**config.mk**
```make
export PLATFORM = sky130hd
export DESIGN_NAME = serial_mem_host
export DESIGN_NICKNAME = d
export VERILOG_FILES = /design/src/rtl/serial_mem_host.sv
export SDC_FILE = /design/constraint.sdc
export NUM_CORES = 1
export LEC_CHECK = 0
export CAP_MARGIN = 20
export CORE_UTILIZATION = 45
export DETAILED_ROUTE_END_ITERATION = 10
export SKIP_LAST_GASP = 1
export SLEW_MARGIN = 0
export SYNTH_ARGS = -nofsm -noshare
export SYNTH_HDL_FRONTEND = slang
export SYNTH_SLANG_ARGS = --single-unit
```
**constraint.sdc**
```tcl
create_clock -name clk -period 8.97 [get_ports clk]
set_input_delay 1.794 -clock clk [delete_from_list [all_inputs] [get_ports clk]]
set_output_delay 1.794 -clock clk [all_outputs]
set_load 0.05 [all_outputs]
```
**src/rtl/serial_mem_host.sv**
```systemverilog
// serial_mem_host: memory host for the core's byte-serial bus.
// Serves instruction fetches from imem and loads/stores against dmem.
// Addresses and store data arrive LSB first; responses leave LSB first.
module serial_mem_host #(
    parameter  int WORD_W      = 16,
    parameter  int BUS_W       = 8,
    parameter  int IMEM_DEPTH  = 16,
    parameter  int DMEM_DEPTH  = 16,
    parameter  int FETCH_WORDS = 2,
    localparam int IAW         = $clog2(IMEM_DEPTH),
    localparam int DAW         = $clog2(DMEM_DEPTH)
) (
    input  logic              clk,
    input  logic              rst,
    input  logic [BUS_W-1:0]  out_bus,
    input  logic              bus_pc,
    input  logic              bus_mar,
    input  logic              bus_mdr,
    output logic [BUS_W-1:0]  in_bus,
    output logic              ard_data_ready,
    output logic              ard_receive_ready,
    input  logic              imem_we,
    input  logic [IAW-1:0]    imem_waddr,
    input  logic [WORD_W-1:0] imem_wdata,
    input  logic [DAW-1:0]    dmem_raddr,
    output logic [WORD_W-1:0] dmem_rdata,
    output logic              err
);
    localparam int BYTES     = WORD_W / BUS_W;
    localparam int MAX_BYTES = FETCH_WORDS * BYTES;
    localparam int CNT_W     = $clog2(MAX_BYTES + 1);

    typedef enum logic [1:0] {S_IDLE, S_ADDR, S_WDATA, S_SEND} state_t;
    typedef enum logic [1:0] {M_FETCH, M_LOAD, M_STORE} mode_t;

    logic [WORD_W-1:0] imem [IMEM_DEPTH];
    logic [WORD_W-1:0] dmem [DMEM_DEPTH];

    state_t            state, state_n;
    mode_t             mode, mode_n;
    logic [WORD_W-1:0] addr_q, addr_n, wdata_q, wdata_n;
    logic [CNT_W-1:0]  cnt, cnt_n, last_idx;
    logic              err_n, send_n, addr_done, dmem_we;
    logic [BUS_W-1:0]  byte_n;
    logic [WORD_W-1:0] rd_addr, rd_word;
    logic              rd_fetch;
    logic [CNT_W-1:0]  rd_idx, rd_w, rd_b;

    // The whole captured address is range-checked, not just the index bits.
    function automatic logic in_range(input logic [WORD_W-1:0] a);
        return (a >> DAW) == '0;
    endfunction

    // Next-state, capture and response-byte selection.
    always_comb begin
        state_n   = state;
        mode_n    = mode;
        addr_n    = addr_q;
        wdata_n   = wdata_q;
        cnt_n     = cnt;
        err_n     = err;
        send_n    = 1'b0;
        addr_done = 1'b0;
        dmem_we   = 1'b0;
        last_idx  = (mode == M_FETCH) ? CNT_W'(MAX_BYTES - 1) : CNT_W'(BYTES - 1);
        rd_addr   = addr_q;
        rd_fetch  = (mode == M_FETCH);
        rd_idx    = cnt + CNT_W'(1);
        rd_word   = '0;
        unique case (state)
            S_IDLE: begin
                if (bus_pc || bus_mar) begin
                    if (bus_pc && bus_mar) err_n = 1'b1;
                    mode_n    = bus_pc ? M_FETCH : (bus_mdr ? M_STORE : M_LOAD);
                    addr_n    = WORD_W'(out_bus);
                    cnt_n     = CNT_W'(1);
                    addr_done = (BYTES == 1);
                    if (BYTES > 1) state_n = S_ADDR;
                end
            end
            S_ADDR: begin
                addr_n    = addr_q | (WORD_W'(out_bus) << (cnt * BUS_W));
                cnt_n     = cnt + CNT_W'(1);
                addr_done = (cnt == CNT_W'(BYTES - 1));
            end
            S_WDATA: begin
                wdata_n = wdata_q | (WORD_W'(out_bus) << (cnt * BUS_W));
                cnt_n   = cnt + CNT_W'(1);
                if (cnt == CNT_W'(BYTES - 1)) begin
                    dmem_we = in_range(addr_q);
                    state_n = S_IDLE;
                end
            end
            S_SEND: begin
                if (cnt == last_idx) begin
                    state_n = S_IDLE;
                end else begin
                    cnt_n  = cnt + CNT_W'(1);
                    send_n = 1'b1;
                end
            end
            default: state_n = S_IDLE;
        endcase
        // Strobes outside IDLE are dropped but flagged.
        if (state != S_IDLE && (bus_pc || bus_mar)) err_n = 1'b1;
        // Address complete: launch data phase or first response byte now so
        // the registered output lands exactly BYTES cycles after the strobe.
        if (addr_done) begin
            cnt_n = '0;
            if (mode_n != M_FETCH && !in_range(addr_n)) err_n = 1'b1;
            if (mode_n == M_STORE) begin
                state_n = S_WDATA;
                wdata_n = '0;
            end else begin
                state_n  = S_SEND;
                send_n   = 1'b1;
                rd_addr  = addr_n;
                rd_fetch = (mode_n == M_FETCH);
                rd_idx   = '0;
            end
        end
        rd_w = rd_idx / CNT_W'(BYTES);
        rd_b = rd_idx % CNT_W'(BYTES);
        if (rd_fetch)                rd_word = imem[rd_addr[IAW-1:0] + IAW'(rd_w)];
        else if (in_range(rd_addr)) rd_word = dmem[rd_addr[DAW-1:0]];
        byte_n = BUS_W'(rd_word >> (rd_b * BUS_W));
    end

    // State, capture and registered bus outputs.
    always_ff @(posedge clk) begin
        if (rst) begin
            state             <= S_IDLE;
            mode              <= M_FETCH;
            addr_q            <= '0;
            wdata_q           <= '0;
            cnt               <= '0;
            err               <= 1'b0;
            in_bus            <= '0;
            ard_data_ready    <= 1'b0;
            ard_receive_ready <= 1'b0;
        end else begin
            state             <= state_n;
            mode              <= mode_n;
            addr_q            <= addr_n;
            wdata_q           <= wdata_n;
            cnt               <= cnt_n;
            err               <= err_n;
            in_bus            <= send_n ? byte_n : '0;
            ard_data_ready    <= send_n;
            ard_receive_ready <= (state_n != S_SEND);
        end
    end

    // Preload port; a same-cycle read sees the old word.
    always_ff @(posedge clk) begin
        if (imem_we) imem[imem_waddr] <= imem_wdata;
    end

    // Store commit on the last data byte; reset discards it.
    always_ff @(posedge clk) begin
        if (dmem_we && !rst) dmem[addr_q[DAW-1:0]] <= wdata_n;
    end

    assign dmem_rdata = dmem[dmem_raddr];
endmodule

```
Word-level counts from Yosys, hierarchy flattened --
Memory sizes are Yosys's and may differ from the RTL's. Cells that the tools add are included.
Storage, ports and cells: word-level logic and storage cells 90, memory bits (writable) 512, bits in registers 50, input bits 38, output and inout bits 27, memories kept 2
Cells by class: shift-type cells 2, muxes and demuxes 44, reduce and logical (&&, ||, !) cells 19, bitwise logic cells 3, equality and inequality tests 9, add/subtract/negate cells 2
Memories:
- dmem | depth 16, width 16, read ports 2, clocked after Yosys merged registers in 0, wr ports 1, line 37 | logic [WORD_W-1:0] dmem [DMEM_DEPTH];
- imem | depth 16, width 16, read ports 1, clocked after Yosys merged registers in 0, wr ports 1, line 36 | logic [WORD_W-1:0] imem [IMEM_DEPTH];
Operators with widths (number):
- two-way mux 16 bit | 8
- logical NOT 16 bit | 3
- OR 16 bit | 2
- one-hot mux 16 bit (2 select lines) | 1
- two-way mux 1 bit | 20
- two-way mux 2 bit | 9
- << shifter 8 x 6 -> 16 bit | 1
- >> shifter 16 x 4 -> 8 bit | 1
- two-way mux 3 bit | 4
- one-hot mux 3 bit (3 select lines) | 1
- equality test 2 bit (second input constant) | 3
- logical NOT 2 bit | 3
- inequality test 2 bit (second input constant) | 3
- one-hot mux 2 bit (3 select lines) | 1
- OR reduction 2 bit | 3
- adder 4 x 2 -> 4 bit | 1
- logical AND 1 bit | 4
- nonzero test 2 bit | 2
- adder 3 x 1 -> 3 bit (second input constant) | 1
- equality test 3 x 1 -> 1 bit (second input constant) | 1
- equality test 3 x 2 -> 1 bit | 1
- equality test 2 x 1 -> 1 bit (second input constant) | 1
- logical NOT 1 bit | 2
- AND reduction 2 bit | 1
- 2 further kinds | 2

Longest topological paths before layout --
depth in word-level cells 11, depth in mapped cells 18, depth with buffers taken out 14

Least setup slack after synthesis --
OpenSTA, ideal clock, no wires.
path kind input to output, start input dmem_raddr[0], end output dmem_rdata[0], data required time 7.176 ns, path buffers 2, arrival time 3.902 ns, stages on the path 4, slack 3.274 ns, cell sequence clkbuf_1 buf_1 mux4_2 mux4_2
On the way: longest elaborated chain between the ends 1
RTL lines:
- from (decl) | line 25 | input logic [DAW-1:0] dmem_raddr,
- memory read (16 x 16 bit)
- to (decl) | line 26 | output logic [WORD_W-1:0] dmem_rdata,
No other way between the ends.

Worst setup path in the final report --
start input dmem_raddr[1], end output dmem_rdata[5]
The elaborated chain is that of the path after synthesis.

==> flow_metrics.py <==
metrics = {
    "outcome": {
        "run_status": "finished, final reports clean",
    },
    "sta": {
        "fin_crit_ns": 6.52,
        "hold_viol": 0,
        "period_share_pct": 72.7,
        "fmax_mhz": 153,
        "setup_tns_ns": 0,
        "worst_pin_slew_ns": 1.16,
        "skew_ns": 0.0315,
        "final_max_slew_viol_count": 0,
        "setup_viol_count_final": 0,
        "maxSlewHeadroom_pct": 22.5,
        "rsz0062_at_grt": "no",
    },
    "setup_path": {
        "critical-path-top-delay-family": "buffers and inverters",
        "crit_slowest_cell": "clkdlybuf4s50_1",
        "start_kind": "input port",
        "crit_buf_inv": 3,
        "timing.rr.start": "state[0]",
        "worstRegToRegCells": 12,
        "worstPathCellList": "buf_2 -> buf_4 -> mux4_2 -> mux4_2 -> clkdlybuf4s50_1",
        "r2r_slack_ns": 3.95,
        "reg2reg_to": "in_bus[2]",
        "critPathArrivalTime_ns": 4.72,
        "critPathKind": "input port to primary output",
        "crit_required_ns": 7.18,
        "cp_max_fo": 40,
        "setup.worst_path.end_class": "primary output",
        "cp_common_cell": "mux4_2",
        "max_stage_delay_ns": 0.74,
    },
    "floorplanning": {
        "die-area_um2": 54300,
        "core_um2": 52700,
        "rows": 84,
        "initial_core_util_pct": 45.6,
        "die_w_um": 233,
        "pin_count": 65,
        "chipHeight_um": 233,
    },
    "power": {
        "pwr-share-comb_pct": 14.1,
        "sw_frac_of_total_pct": 24.7,
        "p_int_mw": 4.68,
        "p_sw_mw": 1.54,
        "p_seq_share_pct": 46.9,
        "powerDensity_nw_per_um2": 224,
        "p_leak_nw": 9.24,
        "pwr-share-clk_pct": 39.1,
        "irDropWorstVdd_uv": 171,
    },
    "clock_network": {
        "numCtsBuffers": 58,
        "clk_latency_ns": 0.64,
        "cts_root_buffer": "clkbuf_16",
        "cts_sinks": 562,
        "cts_tree": "done",
        "clk_path_buf_depth": 3,
        "ctsHoldBuffers": 0,
        "post_cts_resized": 0,
        "postCtsSetupBuffers": 0,
        "h-tree-depth": 2,
        "path_clk_slew_ns": 0.06,
    },
    "synth": {
        "yosysUniqueCellTypes": 72,
        "synth_area_leaders": "edfxtp_1 (64%), mux4_2 (19%), dfxtp_1 (4.2%)",
        "ys_ff_latch": 562,
        "synth_warnings": 0,
        "synthCells": 1241,
        "netlist_area_um2": 24000,
        "synth_top_area_share_pct": 64.0,
        "syn_nets": 1284,
        "seq_area_frac_synth_pct": 68.2,
        "ys.flop_type": "edfxtp_1",
        "synth_edf_count": 512,
        "synth.most_common_cell": "edfxtp_1",
        "synthTopCellsByCount": "edfxtp_1 (512), mux4_2 (206), nor2_1 (82), dfxtp_1 (50), nand2_1 (49)",
        "async_reset_ff_share_pct": 0,
        "synth_top_area_cell": "edfxtp_1",
        "synth.avg_cell_area_um2": 19.4,
    },
    "placement": {
        "place.port_buffers": 64,
        "place_congestion": 0.826,
        "dpl.hpwl_um": 37100,
        "dp_cells": 1979,
    },
    "worst_hold_path": {
        "whs_endpoint": "addr_q[11]",
        "hold_class": "flip-flop to flip-flop",
        "hp-start": "addr_q[11]",
        "worstHoldPathCells": 2,
    },
    "global_route": {
        "antenna_found_initial": 1,
        "grt_max_degree": 56,
        "use_met2_pct": 37.9,
        "first_global_vias": 13100,
        "grtUsageTotal_pct": 23.3,
        "met1_usage_pct": 32.5,
        "met3_usage_pct": 3.99,
        "busiest_layer": "met2",
        "overflow": 0,
        "grt_pass1_wl_um": 89800,
    },
    "layout": {
        "drive_gt1_share_pct": 31.8,
        "area_growth_pct": 15.4,
        "diodes": 0,
        "final_cells": 2093,
        "final_nets": 1400,
    },
    "detailed_routing": {
        "vias": 12800,
        "drtIter0Drc": 1239,
        "ant_nets": 0,
        "routedWlPerCell_um": 29.4,
        "drt_wl_total_um": 61500,
        "dr.pass1.iters": 5,
        "drc": 0,
        "viasPerCell": 6.11,
    },
    "run": {
        "drv_cap": 0,
    },
}
==> cell usage in the layout (no fill, tap or decap), types with 3 or more instances in the layout <==
master / instances
ha_1: 3
buf_6: 4
bufinv_16: 6
nand2_1: 49
a21oi_1: 35
clkbuf_8: 6
clkinv_2: 15
inv_1: 5
clkinv_1: 11
clkinv_4: 3
mux4_2: 206
o21ai_0: 4
nor2_2: 24
nand2b_1: 11
nand3_1: 7
nor2b_1: 9
o22ai_1: 8
and2b_1: 4
mux2_2: 13
nor4_1: 6
clkdlybuf4s50_1: 62
a31oi_1: 3
edfxtp_1: 512
clkbuf_1: 7
nor3_2: 16
buf_4: 56
nand3b_1: 4
mux2i_1: 30
nor3_1: 25
a22oi_1: 15
a211oi_2: 7
dfxtp_1: 50
clkbuf_16: 58
a32o_1: 7
nor2_1: 58
o221ai_1: 6
==> flip-flops by register name (all words and copies together) (netlist names), named ones only <==
signal / count
dmem: 256
ard_receive_ready: 1
imem: 256
err: 1
in_bus: 8
cnt: 3
ard_data_ready: 1
mode: 2
state: 2
wdata_q: 16
addr_q: 14
==> stage by stage <==
step                      total power [mW]  util [%]  area [um^2]  hold slack, ns  setup WS, ns
final                                 6.22      52.7        27700           0.475          2.45
after global placement                3.84      48.8        25700           0.452          2.21
after floorplan                       3.59         -        24000           0.437          3.27
after detailed placement              3.85      48.9        25700           0.458          2.14
after global routing                  6.41      52.7        27700           0.495          2.26
after CTS                             6.26      52.5        27600           0.475          2.34
==> layer usage <==
| layer | vias up | part of all wire, % |
|---|---|---|
| met2 | 451 | 49 |
| met3 | 99 | 6.6 |
| met4 | 2 | 2.6 |
| met5 | - | 0.028 |
| li1 | 5417 | - |
| met1 | 6810 | 42 |
==> area by class of cell <==
cell class | count | area [um^2]
clock buffers | 68 | 1520
clock inverters | 40 | 397
fillers | 4127 | 24900
inverters | 7 | 31.3
multi-input cells | 601 | 7390
flip-flops and latches | 562 | 16400
well taps | 688 | 861
repair buffers | 127 | 1160
==> power by group through the flow <==
stage | Combinational (mW) | Clock (mW) | Sequential, mW
2_1_floorplan | 0.629 | 0 | 2.97
3_3_place_gp | 0.874 | 0 | 2.97
3_5_place_dp | 0.882 | 0 | 2.97
4_1_cts | 0.885 | 2.47 | 2.91
5_1_grt | 0.935 | 2.56 | 2.92
6_report | 0.875 | 2.43 | 2.91
==> cells by family after synthesis <==
| kind of cell | count (synthesis) | synth area share, % |
|---|---|---|
| buffers and inverters | 78 | 1.66 |
| muxes | 249 | 21.2 |
| AOI/OAI and AO/OA | 106 | 3.39 |
| DFF | 562 | 68.2 |
| xor gates and xnor gates | 4 | 0.255 |
| and+or+nand+nor | 236 | 5.04 |
| adders and majority gates | 6 | 0.333 |
==> worst max-delay path by stage <==
| stage | start | to | slack [ns] | cells past startpoint |
|---|---|---|---|---|
| 5_1_grt | dmem_raddr[0] | dmem_rdata[12] | 2.26 | 5 |
| 6_report | dmem_raddr[1] | dmem_rdata[5] | 2.45 | 5 |
| 2_1_floorplan | dmem_raddr[0] | dmem_rdata[0] | 3.27 | 4 |
| 4_1_cts | dmem_raddr[0] | dmem_rdata[12] | 2.34 | 5 |
| 3_3_place_gp | bus_mar | in_bus[4] | 2.21 | 13 |
| 3_5_place_dp | bus_mar | in_bus[2] | 2.14 | 11 |
==> worst reg2reg max path: stages, from the launching register on <==
cell	delay (ns)
dfxtp_1	0.51
nor3b_4	0.41
and4_4	0.29
a31oi_4	0.24
inv_6	0.67
ha_4	0.23
inv_1	0.06
fa_2	0.90
buf_4	0.47
mux4_2	0.39
mux2_2	0.28
o221ai_1	0.35
a211oi_2	0.07
No activity file was read; power rests on OpenSTA's default activity.
